--- src/rtl/cpu_pkg.sv ---
// Shared fetch-side definitions: architectural defaults and the IF state encoding.
package cpu_pkg;

  localparam logic [31:0] RESET_PC_DEFAULT  = 32'h0000_0000;
  localparam logic [31:0] NOP_INSTR_DEFAULT = 32'h0000_0013;
  localparam int unsigned PC_STEP_DEFAULT   = 4;

  typedef enum logic [1:0] {
    ISSUE   = 2'd0,
    WAIT    = 2'd1,
    DISCARD = 2'd2,
    FULL    = 2'd3
  } fetch_state_e;

endpackage

--- src/rtl/pc_register.sv ---
// Next-fetch program counter: reset, redirect load (word aligned), sequential step, or hold.
module pc_register
  import cpu_pkg::*;
#(
  parameter logic [31:0] RESET_PC = RESET_PC_DEFAULT,
  parameter int unsigned PC_STEP  = PC_STEP_DEFAULT
) (
  input  logic        clk,
  input  logic        reset,
  input  logic        load_i,
  input  logic [31:0] target_i,
  input  logic        incr_i,
  output logic [31:0] pc_o
);

  logic [31:0] pc_q, pc_d;

  always_comb begin
    pc_d = pc_q;
    if (load_i) begin
      // Low two bits of a redirect target are ignored.
      pc_d = target_i & 32'hFFFF_FFFC;
    end else if (incr_i) begin
      pc_d = pc_q + PC_STEP;
    end
  end

  always_ff @(posedge clk) begin
    if (reset) begin
      pc_q <= RESET_PC;
    end else begin
      pc_q <= pc_d;
    end
  end

  assign pc_o = pc_q;

endmodule

--- src/rtl/if_fetch_unit.sv ---
// Instruction-fetch stage: single-outstanding imem handshake, one-entry instruction buffer
// held across stalls, NOP bubbles when empty, and redirect handling with in-flight discard.
module if_fetch_unit
  import cpu_pkg::*;
#(
  parameter logic [31:0] RESET_PC  = RESET_PC_DEFAULT,
  parameter logic [31:0] NOP_INSTR = NOP_INSTR_DEFAULT,
  parameter int unsigned PC_STEP   = PC_STEP_DEFAULT
) (
  input  logic        clk,
  input  logic        reset,
  input  logic        dontUpdate,
  input  logic        redirectValid,
  input  logic [31:0] redirectTarget,
  output logic        imemReqValid,
  output logic [31:0] imemReqAddr,
  input  logic        imemReqReady,
  input  logic        imemRespValid,
  input  logic [31:0] imemRespData,
  output logic [31:0] ifInstruction,
  output logic [31:0] ifProgramCounter
);

  fetch_state_e state_q, state_d;
  logic [31:0]  buf_data_q, buf_data_d;
  logic [31:0]  buf_pc_q, buf_pc_d;
  logic [31:0]  pc;
  logic         req_fire;
  logic         capture;

  pc_register #(
    .RESET_PC (RESET_PC),
    .PC_STEP  (PC_STEP)
  ) u_pc_register (
    .clk      (clk),
    .reset    (reset),
    .load_i   (redirectValid),
    .target_i (redirectTarget),
    .incr_i   (capture),
    .pc_o     (pc)
  );

  // A consumed FULL entry issues its successor in the same cycle.
  assign imemReqValid = !reset && !redirectValid &&
                        (state_q == ISSUE || (state_q == FULL && !dontUpdate));
  assign imemReqAddr  = pc;
  assign req_fire     = imemReqValid && imemReqReady;
  assign capture      = (state_q == WAIT) && imemRespValid && !redirectValid;

  assign ifInstruction    = (state_q == FULL) ? buf_data_q : NOP_INSTR;
  assign ifProgramCounter = (state_q == FULL) ? buf_pc_q : 32'h0;

  always_comb begin
    state_d    = state_q;
    buf_data_d = buf_data_q;
    buf_pc_d   = buf_pc_q;
    if (capture) begin
      buf_data_d = imemRespData;
      buf_pc_d   = pc;
    end
    unique case (state_q)
      ISSUE: begin
        if (req_fire) state_d = WAIT;
      end
      WAIT: begin
        if (imemRespValid) begin
          state_d = redirectValid ? ISSUE : FULL;
        end else if (redirectValid) begin
          state_d = DISCARD;
        end
      end
      DISCARD: begin
        if (imemRespValid) state_d = ISSUE;
      end
      FULL: begin
        if (redirectValid) begin
          state_d = ISSUE;
        end else if (!dontUpdate) begin
          state_d = req_fire ? WAIT : ISSUE;
        end
      end
    endcase
  end

  always_ff @(posedge clk) begin
    if (reset) begin
      state_q    <= ISSUE;
      buf_data_q <= NOP_INSTR;
      buf_pc_q   <= 32'h0;
    end else begin
      state_q    <= state_d;
      buf_data_q <= buf_data_d;
      buf_pc_q   <= buf_pc_d;
    end
  end

endmodule

--- config.mk ---
export PLATFORM = sky130hd
export DESIGN_NAME = if_fetch_unit
export DESIGN_NICKNAME = d
export VERILOG_FILES = /design/src/rtl/cpu_pkg.sv /design/src/rtl/pc_register.sv /design/src/rtl/if_fetch_unit.sv
export SDC_FILE = /design/constraint.sdc
export NUM_CORES = 1
export LEC_CHECK = 0
export ABC_CLOCK_PERIOD_IN_PS = 2500
export BUFFER_PORTS_ARGS = -buffer_cell sky130_fd_sc_hd__buf_4
export CORE_ASPECT_RATIO = 1.4
export CORE_MARGIN = 5
export CORE_UTILIZATION = 53
export CTS_CLUSTER_DIAMETER = 60
export DETAILED_ROUTE_END_ITERATION = 8
export GPL_TIMING_DRIVEN = 0
export PLACE_DENSITY_LB_ADDON = 0.25
export SYNTH_ARGS = -nofsm -noshare
export SYNTH_HDL_FRONTEND = slang
export SYNTH_SLANG_ARGS = --single-unit
export TNS_END_PERCENT = 5
--- constraint.sdc ---
create_clock -name clk -period 2.5 [get_ports clk]
set_input_delay 0.125 -clock clk [delete_from_list [all_inputs] [get_ports clk]]
set_output_delay 0.125 -clock clk [all_outputs]
set_load 0.01 [all_outputs]
* Word-level counts from Yosys, hierarchy flattened
Index checks and enable logic that the tools add are counted.
Word-level totals: bits in registers 98, input port bits 70, output and inout bits 97, logic and storage cells 40
Operators by class: add/sub/neg operators 1, equality and inequality tests 7, multiplexer cells 13, reduce and logical (&&, ||, !) cells 14
Operators by type and width (number):
- 32-bit 2-to-1 mux | 4
- 32-bit by 3-bit adder with 32-bit output, second input constant | 1
- 2-bit 2-to-1 mux | 7
- 2-bit one-hot mux with 4 select lines | 1
- 1-bit logical AND | 6
- 3-bit inequality test, second input constant | 2
- 2-bit == test, second input constant | 2
- 2-bit inequality test, second input constant | 2
- 4-bit AND reduction | 1
- 1-bit logical NOT | 3
- 2-bit by 1-bit == test with 1-bit output, second input constant | 1
- 2-bit logical NOT | 1
- 2-bit nonzero test | 1
- 2-bit OR reduction | 1
- 1-bit logical OR | 1
- 1-bit 2-to-1 mux | 1

* Logic depth before layout (Yosys ltp)
Gate-level depths: netlist of run 1.
depth after elaboration 9, mapped depth 7, mapped depth without buffers 6

* Cells and area by module
Synthesis of run 1 repeated with hierarchy kept, for this count alone.
Second synthesis, totals: cell total of the unflattened synthesis 631, area total of the unflattened synthesis 4862.2 um^2
By module, submodules not included:
- if_fetch_unit | instances 1, cells each 380, area each 2932.8 um^2, seq. area each 1321.3 um^2
- pc_register | instances 1, cells each 251, area each 1929.4 um^2, seq. area each 600.6 um^2

* Worst setup path before layout of run 1
Ideal clock, no wire load.
path kind reg2reg, start register u_pc_register.pc_q[2] (netlist: u_pc_register.pc_o[2]), end register u_pc_register.pc_q[24] (netlist: u_pc_register.pc_o[24]), library setup time 86 ps, data arrival time 1718 ps, required time 2414 ps, slack 696 ps, stages on the path, launching flop included 7, buffers on the path 0, period minus slack after synthesis 1804 ps, cell sequence dfxtp_1 ha_1 nand4b_1 nor4_4 nand4_1 xor2_1 a211oi_1
Between the ends: cells in the longest elaborated chain, start to end 3
Ends and longest elaborated chain:
- start, declared | RTL line pc_register.sv:16 | logic [31:0] pc_q, pc_d;
- start signal, assigned | RTL line pc_register.sv:32 | pc_q <= pc_d;
- 32-bit by 3-bit adder with 32-bit output | RTL line pc_register.sv:24 | pc_d = pc_q + PC_STEP;
- 32-bit 2-to-1 mux | RTL line pc_register.sv:23 | end else if (incr_i) begin
- 32-bit 2-to-1 mux | RTL line pc_register.sv:20 | if (load_i) begin
No other way between the ends. The select of a mux whose other input is x is not followed. A chain may end at the register's enable or synchronous reset.

* Final worst setup path of run 1
start register u_pc_register.pc_q[2] (netlist: u_pc_register.pc_o[2]), end register u_pc_register.pc_q[28] (netlist: u_pc_register.pc_o[28])
The elaborated chain is that of the path after synthesis.

==> impl_metrics.tcl, run 1 <==
set metrics [dict create \
    antenna_found_initial 0 \
    mappedNetlistArea_um2 4400 \
    power_mw 3.34 \
    synthXorXnorAreaFrac_pct 5.38 \
    layout_min_cycle_time_ns 2.16 \
    htreeDepth 3 \
    finalSetupTns_ns 0 \
    grt_first_pass_wirelength_um 22300 \
    ys_seq_area_share_pct 42.8 \
    drc_errors 0 \
    hold_class "in2reg" \
    routed_wl_um 14000 \
    synth_top_area_cell "dfxtp_1" \
    switching_share_pct 24.5 \
    cts.sinks 94 \
    vdd_drop_max_mv 0.470 \
    drv_cap 0 \
    netlist_top_cells_area "dfxtp_1, nand2_1, and3_1, a21oi_1, clkbuf_1" \
    synth_cells 572 \
    critPathRequiredTime_ns 2.76 \
    layout.nets 819 \
    internal_power_mw 2.52 \
    drv_slew 0 \
    arrival_ns 2.42 \
    io_pins 167 \
    postCtsSetupBuffers 0 \
    rsz0062_at_grt "false" \
    setup.worst_path.start_class "flip-flop" \
    async_flop_share_pct 0 \
    cts.repair.resized 0 \
    cp_max_fo 8 \
    layout-drive-gt1-share_pct 24.7 \
    postRouteAntennaNets 0 \
    clock.fmax_ghz 0.463 \
    cts_tree "built" \
    route.vias.total 4745 \
    yosys_most_used_dff "dfxtp_1" \
    die-area_um2 10200 \
    hpwlAfterDp_um 10300 \
    post-route-period-util_pct 86.3 \
    drt_iter0_drc 299 \
    placeableCoreArea_um2 8150 \
    hold_buffers 3 \
    critPathCaptureType "flip-flop" \
    synth_edf_count 0 \
    areaGrowthSynthToFinish_pct 37.5 \
    initial_core_util_pct 54.0 \
    synth_top_family_by_area "simple AND/OR/NAND/NOR gates" \
    syn_area_per_cell_um2 7.69 \
    path_clk_slew_ns 0.06 \
    synthMuxAreaShare_pct 0.683 \
    gr-usage-all-layers_pct 26.8 \
    avgRoutedWirePerCell_um 16.4 \
    maxSlewHeadroom_pct 62.4 \
    tightest_slew_ns 0.559 \
    criticalPathCategory "reg2reg" \
    synth_top_area_share_pct 42.8 \
    clock_latency_ns 0.35 \
    skew_ns 0.00821 \
    rows 39 \
    power.switching_uw 816 \
    finalHoldViolCount 0 \
    overflow 0 \
    comb_power_share_pct 11.1 \
    synthAdderAreaFrac_pct 0.285 \
    grt_max_degree 14 \
    power_frac_seq_pct 48.2 \
    yosysWarnings 0 \
    status "completed" \
    synth-seq-cells 94 \
    power.share.clock_pct 40.7 \
    place.gp.congestion 0.869 \
    die_h_um 118 \
    grt_pass1_vias 4616 \
    synth-compound-area-share_pct 12.7 \
    pwr_density_cell_nw_per_um2 552 \
    setup_viol 0 \
    cts_buffers 9 \
    cts-root-buf "clkbuf_16" \
    leakage_nw 2.66 \
    detail_route.vias_per_cell 5.56 \
    synth_cell_types 46 \
    antenna_cells 0 \
    port_buffers 159 \
    drt_pass1_iterations 5 \
    die_x_um 87.0 \
    cts.path.max_buffers 2 \
    synthSimpleGateAreaFrac_pct 33.0 \
]
[final timing paths]
| check | from | endpoint | slack, ns | cells after the start |
|---|---|---|---|---|
| setup / recovery | u_pc_register.pc_o[2] | u_pc_register.pc_o[28] | 0.34 | 6 |
| setup reg to reg | u_pc_register.pc_o[2] | u_pc_register.pc_o[28] | 0.34 | 6 |
| hold / removal | imemRespData[1] | buf_data_q[1] | 0.006 | 3 |
| hold reg to reg | buf_data_q[28] | buf_data_q[28] | 0.45 | 2 |
[area by class of cell]
cell class / instances / area [um^2]
Buffer: 51 / 211
Clock buffer: 14 / 254
Clock inverter: 1 / 30.0
Fill cell: 651 / 2110
Inverter: 3 / 11.3
Multi-Input combinational cell: 427 / 2300
Sequential cell: 94 / 1880
Tap cell: 102 / 128
Timing Repair Buffer: 162 / 1220
[per-stage QoR]
step           util (%)  setup slack [ns]  std cells  area [um^2]  hold slack, ns
2_1_floorplan         -             0.696        575         4410           0.215
3_3_place_gp       70.3             0.412        836         5730           0.348
3_5_place_dp       70.3             0.400        836         5730           0.349
4_1_cts            74.2             0.376        854         6040         0.00123
5_1_grt            74.2             0.191        854         6040          0.0153
6_report           74.2             0.342        854         6040         0.00639
[cell families (layout without fill, tap and decap cells)]
logic type	after synthesis	in the layout
and+or+nand+nor	295	295
AOI/OAI and AO/OA	97	97
DFF	94	94
buffers and inverters	54	231
xor gates and xnor gates	27	27
muxes	3	3
adders and majority gates	1	1
other	1	4
[Yosys cell counts, drive strengths merged, types with 2 or more instances]
cell type,number
nand2,139
dfxtp,94
a21oi,68
and3,66
clkbuf,44
nor2,38
a211oi,19
xor2,15
nand3,12
xnor2,12
nand4,11
buf,7
nor3,5
nor4,4
or2,4
and2,3
and4,3
mux2i,3
nand3b,3
a311oi,2
inv,2
o31ai,2
or4,2
[power groups by stage]
stage | combinational, mW | clock [mW] | sequential [mW]
final | 0.371 | 1.36 | 1.61
after global routing | 0.405 | 1.41 | 1.61
after CTS | 0.368 | 1.36 | 1.60
after detailed placement | 0.362 | 0 | 1.64
after global placement | 0.355 | 0 | 1.63
after floorplan | 0.162 | 0 | 1.63
[registers in the layout, summed over array words and instances (netlist names)]
| register | count |
|---|---|
| u_pc_register.pc_o | 30 |
| state_q | 2 |
| buf_pc_q | 30 |
| buf_data_q | 32 |
[worst max-delay path: stages (launching register included)]
cell	delay, ns
dfxtp_1	0.42
ha_1	0.21
nand4b_1	0.21
nor4_4	0.61
nand4_1	0.20
xor2_1	0.18
a211oi_1	0.23
[placed cells by master (no fill, tap or decap), types with 11 or more instances in the layout]
| cell type | Yosys | final |
|---|---|---|
| a211oi_1 | 19 | 19 |
| nor2_1 | 38 | 38 |
| and3_1 | 64 | 64 |
| a21oi_1 | 68 | 68 |
| dfxtp_1 | 94 | 94 |
| buf_4 | 5 | 164 |
| clkbuf_1 | 44 | 48 |
| xor2_1 | 15 | 15 |
| nand2_1 | 139 | 139 |
| xnor2_1 | 12 | 12 |
| nand3_1 | 11 | 11 |
[per-layer routing]
metal | track usage, % | vias to the layer above | wire, um
met2 | 45.8 | 226 | 7030
li1 | - | 2303 | -
met1 | 31.8 | 2175 | 5420
met3 | 4.20 | 41 | 1120
met5 | 0 | - | 0
met4 | 13.3 | 0 | 463
Note: power is estimated with default switching activity, not from simulation.
==> inputs of run 2 (changes only) <==
--- a/config.mk
+++ b/config.mk
@@ -5,12 +5,14 @@
 export SDC_FILE = /design/constraint.sdc
 export NUM_CORES = 1
 export LEC_CHECK = 0
+export ABC_AREA = 1
 export ABC_CLOCK_PERIOD_IN_PS = 2500
 export BUFFER_PORTS_ARGS = -buffer_cell sky130_fd_sc_hd__buf_4
 export CORE_ASPECT_RATIO = 1.4
 export CORE_MARGIN = 5
-export CORE_UTILIZATION = 53
+export CORE_UTILIZATION = 54
 export CTS_CLUSTER_DIAMETER = 60
+export CTS_CLUSTER_SIZE = 30
 export DETAILED_ROUTE_END_ITERATION = 8
 export GPL_TIMING_DRIVEN = 0
 export PLACE_DENSITY_LB_ADDON = 0.25
==> run 2 against run 1 <==
  * The run now ends with negative hold slack left
  * Cell count increased by 17%
  * Flip-flop and latch count unchanged
  * Global-route usage increased by 3.2 points
  * Final area increased by 4.9%
  * Sequential power increased by 11%
  * Synthesized cell count increased by 25%
  * Sequential share of layout area decreased by 1.5 points
  * Highest routed layer unchanged
  * Worst setup slack improved by 0.14 ns
  * Utilization decreased by 0.051 points
  * Area after synthesis increased by 7.0%
  * Register-to-register slack improved by 0.15 ns
  * Largest cell class unchanged
==> impl_metrics.tcl, run 2 <==
set metrics [dict create \
    status "finished, violations left" \
    violations "negative hold slack" \
    grt_first_pass_wirelength_um 25100 \
    synth_top_family_by_area "simple AND/OR/NAND/NOR gates" \
    fin_hold_ws_ns -0.00358 \
    place.gp.congestion 0.944 \
    ff2ff_setup_slack_ns 0.49 \
    critPathRequiredTime_ns 2.38 \
    maxSlewHeadroom_pct 56.0 \
    critPathCaptureType "primary output" \
    io_pins 167 \
    path_clk_slew_ns 0.06 \
    antenna_cells 0 \
    criticalPathCategory "reg2out" \
    cts_tree "built" \
    grt_pass1_vias 5254 \
    netlist_top_cells_area "dfxtp_1, nand2_1, nor2_1, inv_1, a21oi_1" \
    synth_edf_count 0 \
    routed_wl_um 16200 \
    hold_depth 3 \
    synth_common_cells "nand2_1, nor2_1, inv_1" \
    gr-usage-all-layers_pct 30.1 \
    mostFrequentLayoutCells "buf_4, nand2_1, nor2_1" \
    layout-drive-gt1-share_pct 23.6 \
    synth.most_common_cell "nand2_1" \
    clock_latency_ns 0.35 \
    cts.sinks 94 \
    die-area_um2 10700 \
    synth_cells 715 \
    mostFrequentLayoutCell "buf_4" \
    hold_class "in2reg" \
    drt_iter0_drc 438 \
    rsz0062_at_grt "false" \
    power_mw 4.12 \
    synthAdderAreaFrac_pct 0.266 \
    min_to "buf_data_q[0]" \
    grt_max_degree 16 \
    cts_buffers 9 \
    yosys_most_used_dff "dfxtp_1" \
    ys_seq_area_share_pct 40.0 \
    timing.rr.end "u_pc_register.pc_o[26]" \
    finalSetupTns_ns 0 \
    antenna_found_initial 0 \
    skew_ns 0.00581 \
    largest_reg_flops 32 \
    setup.worst_path.start_class "flip-flop" \
    synthMuxAreaShare_pct 0 \
    post-route-period-util_pct 80.9 \
    hpwlAfterDp_um 12200 \
    reg2reg_depth 8 \
    vdd_drop_max_mv 0.487 \
    leakage_nw 2.76 \
    setup_viol 0 \
    hold_start "imemRespData[0]" \
    synth_top_area_cell "dfxtp_1" \
    synth-seq-cells 94 \
    mappedNetlistArea_um2 4710 \
    pwr_density_cell_nw_per_um2 650 \
    die_h_um 120 \
    async_flop_share_pct 0 \
    synth_cell_types 33 \
    initial_core_util_pct 55.0 \
    port_buffers 159 \
    arrival_ns 1.90 \
    drc_errors 0 \
    detail_route.vias_per_cell 5.41 \
    synthXorXnorAreaFrac_pct 0.558 \
    die_x_um 88.9 \
    synth_top_area_share_pct 40.0 \
    rr_startpoint "u_pc_register.pc_o[2]" \
    syn_area_per_cell_um2 6.58 \
    cts.path.max_buffers 2 \
    layout_min_cycle_time_ns 2.02 \
    yosysWarnings 0 \
    placeableCoreArea_um2 8560 \
    synth-compound-area-share_pct 17.0 \
    rows 40 \
    postRouteAntennaNets 0 \
    postCtsSetupBuffers 0 \
    clock.fmax_ghz 0.494 \
    cp_max_fo 10 \
    tightest_slew_ns 0.660 \
    cts-root-buf "clkbuf_16" \
    top_register "buf_data_q" \
    finalHoldViolCount 1 \
    avgRoutedWirePerCell_um 16.2 \
    drt_pass1_iterations 5 \
    areaGrowthSynthToFinish_pct 34.8 \
    route.vias.total 5401 \
    layout.nets 960 \
    drv_cap 0 \
    synthSimpleGateAreaFrac_pct 29.6 \
    overflow 0 \
    drv_slew 0 \
    htreeDepth 3 \
]
run 2: cells by family (layout without fill, tap and decap cells):
| group | Yosys count | count (layout) |
|---|---|---|
| AOI/OAI and AO/OA | 145 | 145 |
| buffers and inverters | 144 | 320 |
| adders and majority gates | 1 | 1 |
| and+or+nand+nor | 327 | 327 |
| DFF | 94 | 94 |
| other | 1 | 4 |
| xor gates and xnor gates | 3 | 3 |
run 2: worst max-delay path, cell delays in order (launching register included):
cell      delay, ns
dfxtp_1        0.45
nand2_1        0.31
clkbuf_1       0.32
or2_2          0.33
buf_4          0.14
run 2: stage by stage:
stage          util (%)  worst slack (ns)  instance area (um^2)  cells
2_1_floorplan         -             0.926                  4720    718
3_3_place_gp       70.6             0.584                  6040    982
3_5_place_dp       70.6             0.531                  6040    982
4_1_cts            74.1             0.492                  6340    999
5_1_grt            74.1             0.290                  6340    999
6_report           74.1             0.477                  6340    999
run 2: final cells by class:
cell class              count  area (um^2)
well taps                 105          131
flip-flops and latches     94         1880
multi-input cells         480         2250
inverters                 104          390
plain buffers              40          195
repair buffers            160         1200
clock inverters             6         61.3
clock buffers              10          229
fillers                   733         2220
run 2: what timing repair did:
item	CTS	global route
endpoints found under the setup margin	0	0
endpoints found under the hold margin	1	0
hold buffers	1	0
resized for setup	0	0
run 2: worst max path at each step:
stage | startpoint | end | slack [ns] | cells after the start
after floorplan | u_pc_register.pc_o[2] | u_pc_register.pc_o[26] | 0.93 | 8
after global placement | u_pc_register.pc_o[2] | u_pc_register.pc_o[26] | 0.58 | 8
after detailed placement | u_pc_register.pc_o[2] | u_pc_register.pc_o[26] | 0.53 | 8
after CTS | state_q[0] | ifInstruction[4] | 0.49 | 4
after global routing | u_pc_register.pc_o[2] | u_pc_register.pc_o[26] | 0.29 | 8
final | state_q[0] | ifInstruction[4] | 0.48 | 4
run 2: routing by layer:
| layer | up-vias | share of wire [%] | global-route usage (%) |
|---|---|---|---|
| met5 | - | 0 | 0 |
| met4 | 0 | 3.1 | 15.1 |
| met3 | 51 | 7.4 | 4.64 |
| met2 | 258 | 52 | 53.3 |
| met1 | 2466 | 37 | 33.8 |
| li1 | 2626 | - | - |
run 2: power breakdown:
| part | total [mW] | leakage [nW] | internal [mW] | switching, mW |
|---|---|---|---|---|
| Combinational | 0.969 | 1.85 | 0.359 | 0.610 |
| Clock | 1.37 | 0.143 | 0.774 | 0.592 |
| Sequential | 1.79 | 0.767 | 1.67 | 0.118 |
| Total | 4.12 | 2.76 | 2.80 | 1.32 |
==> inputs of run 3 (changes only) <==
--- a/config.mk
+++ b/config.mk
@@ -6,11 +6,11 @@
 export NUM_CORES = 1
 export LEC_CHECK = 0
 export ABC_AREA = 1
-export ABC_CLOCK_PERIOD_IN_PS = 2500
+export ABC_CLOCK_PERIOD_IN_PS = 1850
 export BUFFER_PORTS_ARGS = -buffer_cell sky130_fd_sc_hd__buf_4
 export CORE_ASPECT_RATIO = 1.4
 export CORE_MARGIN = 5
-export CORE_UTILIZATION = 54
+export CORE_UTILIZATION = 45
 export CTS_CLUSTER_DIAMETER = 60
 export CTS_CLUSTER_SIZE = 30
 export DETAILED_ROUTE_END_ITERATION = 8
==> constraint.sdc (replaced) <==
create_clock -name clk -period 1.85 [get_ports clk]
set_input_delay 0.0925 -clock clk [delete_from_list [all_inputs] [get_ports clk]]
set_output_delay 0.0925 -clock clk [all_outputs]
set_load 0.01 [all_outputs]
==> run 3 against run 2 <==
  * The flow now finishes without violations
  * Routed wire length decreased by 2.7%
  * Die area increased by 18%
  * Utilization fell by 11 points
  * Via count shrank 1.4%
  * Final area increased by 2.5%
  * Non-clock buffer count rose by 7
  * Worst setup slack worse by 0.46 ns
  * Combinational power up 34%
  * Critical path type unchanged
  * Largest power group unchanged
  * Highest routed layer unchanged
==> impl_metrics.tcl, run 3 (same netlist as run 2, synthesis figures left out) <==
set metrics [dict create \
    route.vias.total 5325 \
    rsz0062_at_grt "true" \
    arrival_ns 1.74 \
    post-place-cells 1015 \
    mostFrequentLayoutCell "buf_4" \
    hold_class "in2reg" \
    grt_first_pass_wirelength_um 23800 \
    critPathRequiredTime_ns 1.76 \
    io_pins 167 \
    htreeDepth 3 \
    maxSlewHeadroom_pct 56.0 \
    cts.path.max_buffers 2 \
    internal_power_mw 3.82 \
    pwr_density_cell_nw_per_um2 870 \
    cp_max_fo 10 \
    drt_pass1_iterations 6 \
    n_fill_cell 986 \
    power_mw 5.66 \
    antenna_cells 0 \
    cp_cell_sequence "nand2_2 > clkbuf_2 > or2_2 > buf_4" \
    met2_usage_pct 41.2 \
    switching_share_pct 32.5 \
    clock_latency_ns 0.35 \
    mostFrequentLayoutCells "buf_4, nand2_1, nor2_1" \
    grtUsageMet3_pct 3.95 \
    die-area_um2 12600 \
    areaGrowthSynthToFinish_pct 38.2 \
    tightest_slew_ns 0.661 \
    layout_min_cycle_time_ns 1.83 \
    power_frac_seq_pct 42.8 \
    routed_wl_um 15700 \
    hpwlAfterDp_um 11600 \
    drv_cap 0 \
    finalHoldViolCount 0 \
    skew_ns 0.00763 \
    cpMaxStageDelayCell "dfxtp_1" \
    layout-drive-gt1-share_pct 25.3 \
    clock.fmax_ghz 0.547 \
    top_usage_layer "met2" \
    grt_max_degree 18 \
    overflow 0 \
    place.gp.congestion 0.958 \
    cts_tree "built" \
    leakage_nw 2.81 \
    critPathCaptureType "primary output" \
    path_clk_slew_ns 0.07 \
    postRouteAntennaNets 0 \
    port_buffers 159 \
    status "completed" \
    dpl_worst_slack_ns -0.0992 \
    layout.nets 967 \
    comb_power_share_pct 23.0 \
    drv_slew 0 \
    post-route-period-util_pct 98.9 \
    gr-usage-all-layers_pct 24.4 \
    drc_errors 0 \
    cts-root-buf "clkbuf_16" \
    avgRoutedWirePerCell_um 15.1 \
    seq_area_um2 1890 \
    cts.sinks 94 \
    final_cell_area_um2 6500 \
    instances_no_fill 1039 \
    die_x_um 96.4 \
    timing.final.ws_setup_ns 0.0207 \
    largest_reg_flops 32 \
    initial_core_util_pct 45.7 \
    use_met1_pct 29.0 \
    vdd_drop_max_mv 0.533 \
    die_h_um 131 \
    multi_input_area_um2 2270 \
    rows 44 \
    power.switching_mw 1.84 \
    top_register "buf_data_q" \
    detail_route.vias_per_cell 5.13 \
    placeableCoreArea_um2 10300 \
    fin_hold_ws_ns 0.0111 \
    criticalPathCategory "reg2out" \
    power.share.clock_pct 34.2 \
    critPathMaxStageDelay_ns 0.46 \
    drt_iter0_drc 322 \
    place_area_um2 6080 \
    setup_viol 0 \
    setup.worst_path.start_class "flip-flop" \
    antenna_found_initial 0 \
    grt_pass1_vias 5044 \
    cts_buffers 9 \
]
-- run 3: cell count changes in the layout (fill, tap and decap cells not counted), moves of 2 or more --
cell and delta:
dfxtp_1 -2, clkbuf_2 +2, clkbuf_1 -3, buf_4 +4, nor2_1 -4, clkinv_2 -3, inv_6 +2, dlygate4sd3_1 +2
nor2_2 +3
-- run 3: final timing paths --
kind | from | to | slack (ns) | depth (start not counted)
max | state_q[0] | ifInstruction[4] | 0.02 | 4
min | imemRespData[2] | buf_data_q[2] | 0.01 | 3
max reg2reg | u_pc_register.pc_o[2] | u_pc_register.pc_o[26] | 0.09 | 8
min reg2reg | buf_data_q[20] | buf_data_q[20] | 0.45 | 2
-- run 3: power groups by stage --
stage | Clock (mW) | Sequential [mW] | Combinational, mW
after detailed placement | 0 | 2.45 | 1.29
after global placement | 0 | 2.45 | 1.27
after CTS | 1.94 | 2.41 | 1.30
final | 1.93 | 2.42 | 1.30
after floorplan | 0 | 2.44 | 0.791
after global routing | 2.03 | 2.44 | 1.45
-- run 3: area by class of cell --
type                       instances  share of cell area [%]
clock buffer                       9                    3.46
timing repair buffer             167                    19.6
multi-input combinational        480                    34.9
sequential                        94                    29.0
buffer                            40                    3.08
inverter                         104                    6.00
tap                              138                    2.66
clock inverter                     7                    1.23
-- run 3: worst max-delay path, delay by kind of cell (launching register included) --
family,cells,cell delay (ns)
buf+inv,2,0.40
simple gates,2,0.52
flops,1,0.46
-- run 3: layer usage --
layer,share of wire [%],up-vias
li1,-,2634
met1,39,2404
met2,49,243
met3,8.4,44
met4,3.8,0
met5,0,-
-- run 3: what timing repair did --
action	in CTS	in global routing
endpoints found under the hold margin	3	0
hold buffers	3	0
endpoints found under the setup margin	36	51
pin swaps	0	2
gates resized for setup	3	12
setup buffers	0	5
-- run 3: metrics by stage --
stage	TNS, ns	util (%)
final	0	63.2
after global routing	-0.246	63.2
after CTS	0	62.4
after detailed placement	-0.168	59.1
after global placement	-0.0854	59.1
after floorplan	0	-
